===== src/rtl/arithmetic_encoder_pkg.sv =====
// Shared constants and types for the multi-symbol range encoder core.
package arithmetic_encoder_pkg;

  localparam int          EC_MIN_PROB   = 4;
  localparam int          EC_PROB_SHIFT = 6;
  localparam logic [15:0] RANGE_RESET   = 16'h8000;
  localparam int          CNT_RESET     = -9;

  typedef logic        [15:0] range_t;
  typedef logic signed [31:0] cnt_t;
  typedef logic        [3:0]  d_t;

endpackage


===== src/rtl/arithmetic_encoder_min_prob_lut.sv =====
// Min-probability ROM: address {N, k} returns EC_MIN_PROB*(N-k), or 0 when k > N.
module arith_enc_min_prob_lut
  import arithmetic_encoder_pkg::*;
#(
  parameter int GENERAL_LUT_ADDR_WIDTH = 8,
  parameter int GENERAL_LUT_DATA_WIDTH = 16
) (
  input  logic [GENERAL_LUT_ADDR_WIDTH-1:0] i_addr,
  output logic [GENERAL_LUT_DATA_WIDTH-1:0] o_data
);

  logic [3:0] w_n;
  logic [3:0] w_k;

  assign w_n = i_addr[7:4];
  assign w_k = i_addr[3:0];

  always_comb begin
    o_data = '0;
    if (w_k <= w_n) begin
      o_data = GENERAL_LUT_DATA_WIDTH'(EC_MIN_PROB * (int'(w_n) - int'(w_k)));
    end
  end

endmodule


===== src/rtl/arithmetic_encoder.sv =====
// One-symbol-per-clock range encoder step with inline renormalization.
// Optional registered carry output enabled by defining ARITH_ENC_CARRY_EN.
module arithmetic_encoder
  import arithmetic_encoder_pkg::*;
#(
  parameter int GENERAL_DATA_16        = 16,
  parameter int GENERAL_DATA_32        = 32,
  parameter int GENERAL_SYMBOL_WIDTH   = 4,
  parameter int GENERAL_LUT_ADDR_WIDTH = 8,
  parameter int GENERAL_LUT_DATA_WIDTH = 16,
  parameter int GENERAL_D_SIZE         = 4
) (
  input  logic                            general_clk,
  input  logic                            reset,
  input  logic [GENERAL_DATA_16-1:0]      general_fl,
  input  logic [GENERAL_DATA_16-1:0]      general_fh,
  input  logic [GENERAL_SYMBOL_WIDTH-1:0] general_symbol,
  input  logic [GENERAL_SYMBOL_WIDTH:0]   general_nsyms,
  output logic [GENERAL_DATA_16-1:0]      RANGE_OUTPUT,
  output logic [GENERAL_DATA_16-1:0]      LOW_OUTPUT,
  output logic [GENERAL_DATA_32-1:0]      CNT_OUTPUT
`ifdef ARITH_ENC_CARRY_EN
  ,
  output logic                            CARRY_OUTPUT
`endif
);

  range_t r_range;
  range_t r_low;
  cnt_t   r_cnt;

  logic [3:0]                        w_n;
  logic [3:0]                        w_s_m1;
  logic [7:0]                        w_q;
  logic [9:0]                        w_fl_sc;
  logic [9:0]                        w_fh_sc;
  logic [17:0]                       w_prod_fl;
  logic [17:0]                       w_prod_fh;
  logic [GENERAL_LUT_DATA_WIDTH-1:0] w_minp_lo;
  logic [GENERAL_LUT_DATA_WIDTH-1:0] w_minp_hi;
  logic [16:0]                       w_u;
  logic [16:0]                       w_v;
  logic [16:0]                       w_low_new;
  range_t                            w_rng_new;
  d_t                                w_d;
  range_t                            w_range_sh;
  range_t                            w_low_sh;

  assign w_n     = 4'(general_nsyms - 5'd1);
  assign w_s_m1  = general_symbol - 4'd1;
  assign w_q     = r_range[15:8];
  assign w_fl_sc = 10'(general_fl >> EC_PROB_SHIFT);
  assign w_fh_sc = 10'(general_fh >> EC_PROB_SHIFT);

  arith_enc_min_prob_lut #(
    .GENERAL_LUT_ADDR_WIDTH(GENERAL_LUT_ADDR_WIDTH),
    .GENERAL_LUT_DATA_WIDTH(GENERAL_LUT_DATA_WIDTH)
  ) u_lut_lo (
    .i_addr({w_n, w_s_m1}),
    .o_data(w_minp_lo)
  );

  arith_enc_min_prob_lut #(
    .GENERAL_LUT_ADDR_WIDTH(GENERAL_LUT_ADDR_WIDTH),
    .GENERAL_LUT_DATA_WIDTH(GENERAL_LUT_DATA_WIDTH)
  ) u_lut_hi (
    .i_addr({w_n, general_symbol}),
    .o_data(w_minp_hi)
  );

  assign w_prod_fl = 18'(w_q) * 18'(w_fl_sc);
  assign w_prod_fh = 18'(w_q) * 18'(w_fh_sc);
  assign w_u       = 17'(w_prod_fl >> 1) + 17'(w_minp_lo);
  assign w_v       = 17'(w_prod_fh >> 1) + 17'(w_minp_hi);

  // fl == 32768 marks the first symbol: only the top of the interval moves
  always_comb begin
    w_low_new = {1'b0, r_low};
    w_rng_new = 16'(17'(r_range) - w_v);
    if (!general_fl[15]) begin
      w_low_new = 17'({1'b0, r_low} + {1'b0, r_range} - w_u);
      w_rng_new = 16'(w_u - w_v);
    end
  end

  always_comb begin
    w_d = 4'd15;
    for (int i = 0; i < 16; i++) begin
      if (w_rng_new[i]) w_d = 4'(15 - i);
    end
  end

  assign w_range_sh = 16'(w_rng_new << w_d);
  assign w_low_sh   = 16'(w_low_new << w_d);

  always_ff @(posedge general_clk) begin
    if (reset) begin
      r_range <= RANGE_RESET;
      r_low   <= '0;
      r_cnt   <= cnt_t'(CNT_RESET);
    end else if (w_rng_new != '0) begin
      r_range <= w_range_sh;
      r_low   <= w_low_sh;
      r_cnt   <= r_cnt + cnt_t'({28'd0, w_d});
    end
  end

`ifdef ARITH_ENC_CARRY_EN
  logic r_carry;

  always_ff @(posedge general_clk) begin
    if (reset) begin
      r_carry <= 1'b0;
    end else if (w_rng_new != '0) begin
      r_carry <= w_low_new[16];
    end
  end

  assign CARRY_OUTPUT = r_carry;
`endif

  assign RANGE_OUTPUT = r_range;
  assign LOW_OUTPUT   = r_low;
  assign CNT_OUTPUT   = r_cnt;

endmodule


===== config.mk =====
export PLATFORM = sky130hd
export DESIGN_NAME = arithmetic_encoder
export DESIGN_NICKNAME = d
export VERILOG_FILES = /design/src/rtl/arithmetic_encoder_pkg.sv /design/src/rtl/arithmetic_encoder_min_prob_lut.sv /design/src/rtl/arithmetic_encoder.sv
export SDC_FILE = /design/constraint.sdc
export NUM_CORES = 1
export LEC_CHECK = 0
export ABC_AREA = 1
export CORE_ASPECT_RATIO = 2
export CORE_MARGIN = 8
export CORE_UTILIZATION = 40
export DETAILED_ROUTE_END_ITERATION = 16
export PLACE_DENSITY_LB_ADDON = 0.08
export SYNTH_ARGS = -nofsm -noshare
export SYNTH_HDL_FRONTEND = slang
export SYNTH_SLANG_ARGS = --single-unit

===== constraint.sdc =====
create_clock -name general_clk -period 31.9 [get_ports general_clk]
set_input_delay 7.975 -clock general_clk [delete_from_list [all_inputs] [get_ports general_clk]]
set_output_delay 7.975 -clock general_clk [all_outputs]
set_load 0.05 [all_outputs]

==> flow_summary.yaml <==
place:
  dpl.hpwl_um: 36500
  gp_congestion: 0.914
  portBuffers: 93
  dpl.cell_count: 2539
  dpl_worst_slack_ns: 11.89
cells_and_area:
  antenna_cells: 0
  regArea_sq_um: 1280
  drive_gt1_share_pct: 3.01
  syn_to_final_growth_pct: 12.0
  multi_input_area_sq_um: 10000
  fill_cells: 3521
  fin_cells: 2555
  num-nets-final: 2419
clocking:
  clkLatencyLatePin_ns: 0.35
  clk_pin_slew_ns: 0.05
  clock_sinks: 64
  htreeDepth: 3
  cts.path.max_buffers: 2
  postCtsSetupRepairBufs: 0
  numCtsBuffers: 9
  cts_tree: "yes"
  cts.repair.resized: 0
  cts_hold_buf: 0
  root_buffer: "clkbuf_16"
min_path:
  min_to: "CNT_OUTPUT[0]$_SDFFE_PP1P_"
  hold_class: "reg2reg"
  hold_path_startpoint: "CNT_OUTPUT[0]$_SDFFE_PP1P_"
  holdPathStages: 2
critical_path:
  worst_setup_path_end_kind: "flip-flop"
  r2r_setup_slack_ns: 19.69
  critPathSlowestCell: "nand3_2"
  path_class: "in2reg"
  critPathLaunchType: "input pin"
  worstPathMaxFanout: 36
  required_ns: 32.18
  max_stage_delay_ns: 0.74
  r2r_end: "CNT_OUTPUT[16]$_SDFFE_PP1P_"
  reg2reg_from: "RANGE_OUTPUT[12]$_SDFFE_PP0P_"
  cp.arrival_ns: 19.94
  reg2regPathDepth: 45
  cp_common_cell: "inv_1"
drt:
  totalWireLength_um: 43000
  drc: 0
  via_count: 13000
  dr.pass1.iters: 5
  final_antenna_net_count: 0
  viasPerCell: 5.08
  drtIter0Drc: 517
  wl_per_cell_um: 16.8
timing:
  skew_ns: 0.00812
  fin_setup_tns_ns: 0
  drv_slew: 0
  period_needed_ns: 19.66
  period_share_pct: 61.6
  slew_headroom_pct: 29.6
  max_freq_mhz: 50.9
  setup_viol: 0
  setup_ws_ns: 12.24
  grt_setup_unrepaired: "false"
  tightest_slew_ns: 1.04
  hold_violations: 0
global_route:
  grt_pass1_vias: 13700
  grt_use_total_pct: 22.7
  antenna_found_initial: 0
  grt_max_degree: 48
  grt_pass1_wl_um: 69700
  grt_remaining_overflow: 0
status:
  status: "finished clean"
floorplan:
  start_util_pct: 40.5
  num_rows: 94
  dieWidth_um: 145
  coreArea_sq_um: 32800
  chipHeight_um: 274
  dieArea_sq_um: 39700
  num_io_pins: 107
synth:
  yosysSeqAreaShare_pct: 9.64
  ys_seq_elements: 64
  yosys.area.top_type_share_pct: 17.3
  ys.warnings.count: 0
  synth_nets: 2370
  synthArstFlopShare_pct: 0
  synth_cell_types: 49
  synth_flop_cell: "dfxtp_1"
  yosys-top-cells-area: "fa_1 (17%), nand2_1 (16%), ha_1 (13%)"
  synth.cell_area_sq_um: 13300
  synth_largest_area_cell: "fa_1"
  postSynthCellCount: 2069
  synth-edff-count: 0
  syn_avg_cell_area_sq_um: 6.42
job:
  drv_cap: 0
==> placed cells by master (no fill, tap or decap), drive strengths merged, types with 3 or more instances in the layout <==
master         synthesis  layout
a21oi                100     100
nor3                  25      25
nor2                  86      86
inv                  437     437
xor2                  55      55
fa                   115     115
o21ai                 82      82
nor4                   3       3
clkdlybuf4s50          0      93
buf                   35      17
xnor2                 19      19
a21o                   4       4
nor3b                  4       4
a31oi                  9       9
o211ai                12      12
nand4                 20      20
ha                   143     143
and2                   3       3
clkbuf                37       9
nand3b                 9       9
nand3                215     215
o21bai                14      14
clkinv                 3       8
dfxtp                 64      64
nand2                558     558
or2                    7       7
==> state kept, by name, indices dropped and copies added (netlist names) <==
signal / flops
CNT_OUTPUT: 32
LOW_OUTPUT: 16
RANGE_OUTPUT: 16
==> layout make-up <==
type | instances | share of cell area, %
multi-input cells | 1493 | 67.4
inverters | 440 | 11.1
flip-flops and latches | 64 | 8.61
repair buffers | 110 | 7.11
well taps | 432 | 3.63
clock buffers | 9 | 1.51
clock inverters | 7 | 0.647
==> worst max path at each step <==
stage	cells past startpoint	startpoint	slack, ns	end
2_1_floorplan	47	general_fl[7]	15.50	CNT_OUTPUT[16]$_SDFFE_PP1P_
3_3_place_gp	47	general_fl[9]	11.93	CNT_OUTPUT[16]$_SDFFE_PP1P_
3_5_place_dp	47	general_fl[9]	11.89	CNT_OUTPUT[16]$_SDFFE_PP1P_
4_1_cts	47	general_fl[9]	12.19	CNT_OUTPUT[16]$_SDFFE_PP1P_
5_1_grt	47	general_fl[9]	11.28	CNT_OUTPUT[16]$_SDFFE_PP1P_
6_report	47	general_fl[9]	12.24	CNT_OUTPUT[16]$_SDFFE_PP1P_
==> through the flow <==
step           hold slack, ns  instance area, sq um  util, %
3_5_place_dp            0.486                 14600     44.4
2_1_floorplan           0.692                 13300        -
6_report                0.489                 14900     45.3
3_3_place_gp            0.472                 14600     44.4
4_1_cts                 0.495                 14900     45.3
5_1_grt                 0.508                 14900     45.3
==> layer usage <==
layer	track usage, %	wire length, um	vias up
met5	0	0	-
li1	-	-	6544
met3	1.71	1130	129
met2	44.1	23500	285
met4	17.8	3780	0
met1	20.9	14600	6019
==> cells in the mapped netlist, types with 5 or more instances <==
cell,instances
buf_1,10
xor2_1,55
fa_1,115
clkbuf_1,28
dfxtp_1,64
clkbuf_2,9
or2_2,5
a21oi_1,99
xnor2_1,19
a31oi_1,8
inv_2,6
nor2_1,79
inv_1,431
o21bai_1,14
buf_2,22
o21ai_0,76
nand4_1,20
o21ai_1,5
nand3_1,212
nand2_1,553
ha_1,143
nor3_1,24
o211ai_1,12
nand3b_1,9
==> logic make-up (layout without fill, tap and decap cells) <==
| kind of cell | Yosys count | count (layout) | share of synthesized area [%] |
|---|---|---|---|
| xor gates and xnor gates | 74 | 74 | 4.88 |
| AOI/OAI and AO/OA | 228 | 228 | 9.47 |
| and+or+nand+nor | 931 | 931 | 30.2 |
| buffers and inverters | 512 | 566 | 14.9 |
| muxes | 2 | 2 | 0.151 |
| adders and majority gates | 258 | 258 | 30.8 |
| DFF | 64 | 64 | 9.64 |
==> worst max-delay path, delay by kind of cell <==
kind / cells / cell delay (ns)
XOR/XNOR: 3 / 0.69
AND/OR/NAND/NOR: 13 / 3.56
AO/OA/AOI/OAI: 9 / 1.97
buffers and inverters: 13 / 2.09
adder cells (fa/ha/maj): 9 / 3.62
Power is left out: the tool's default activity adds up to more than one toggle a clock period on the data nets, which glitch-free logic cannot reach.
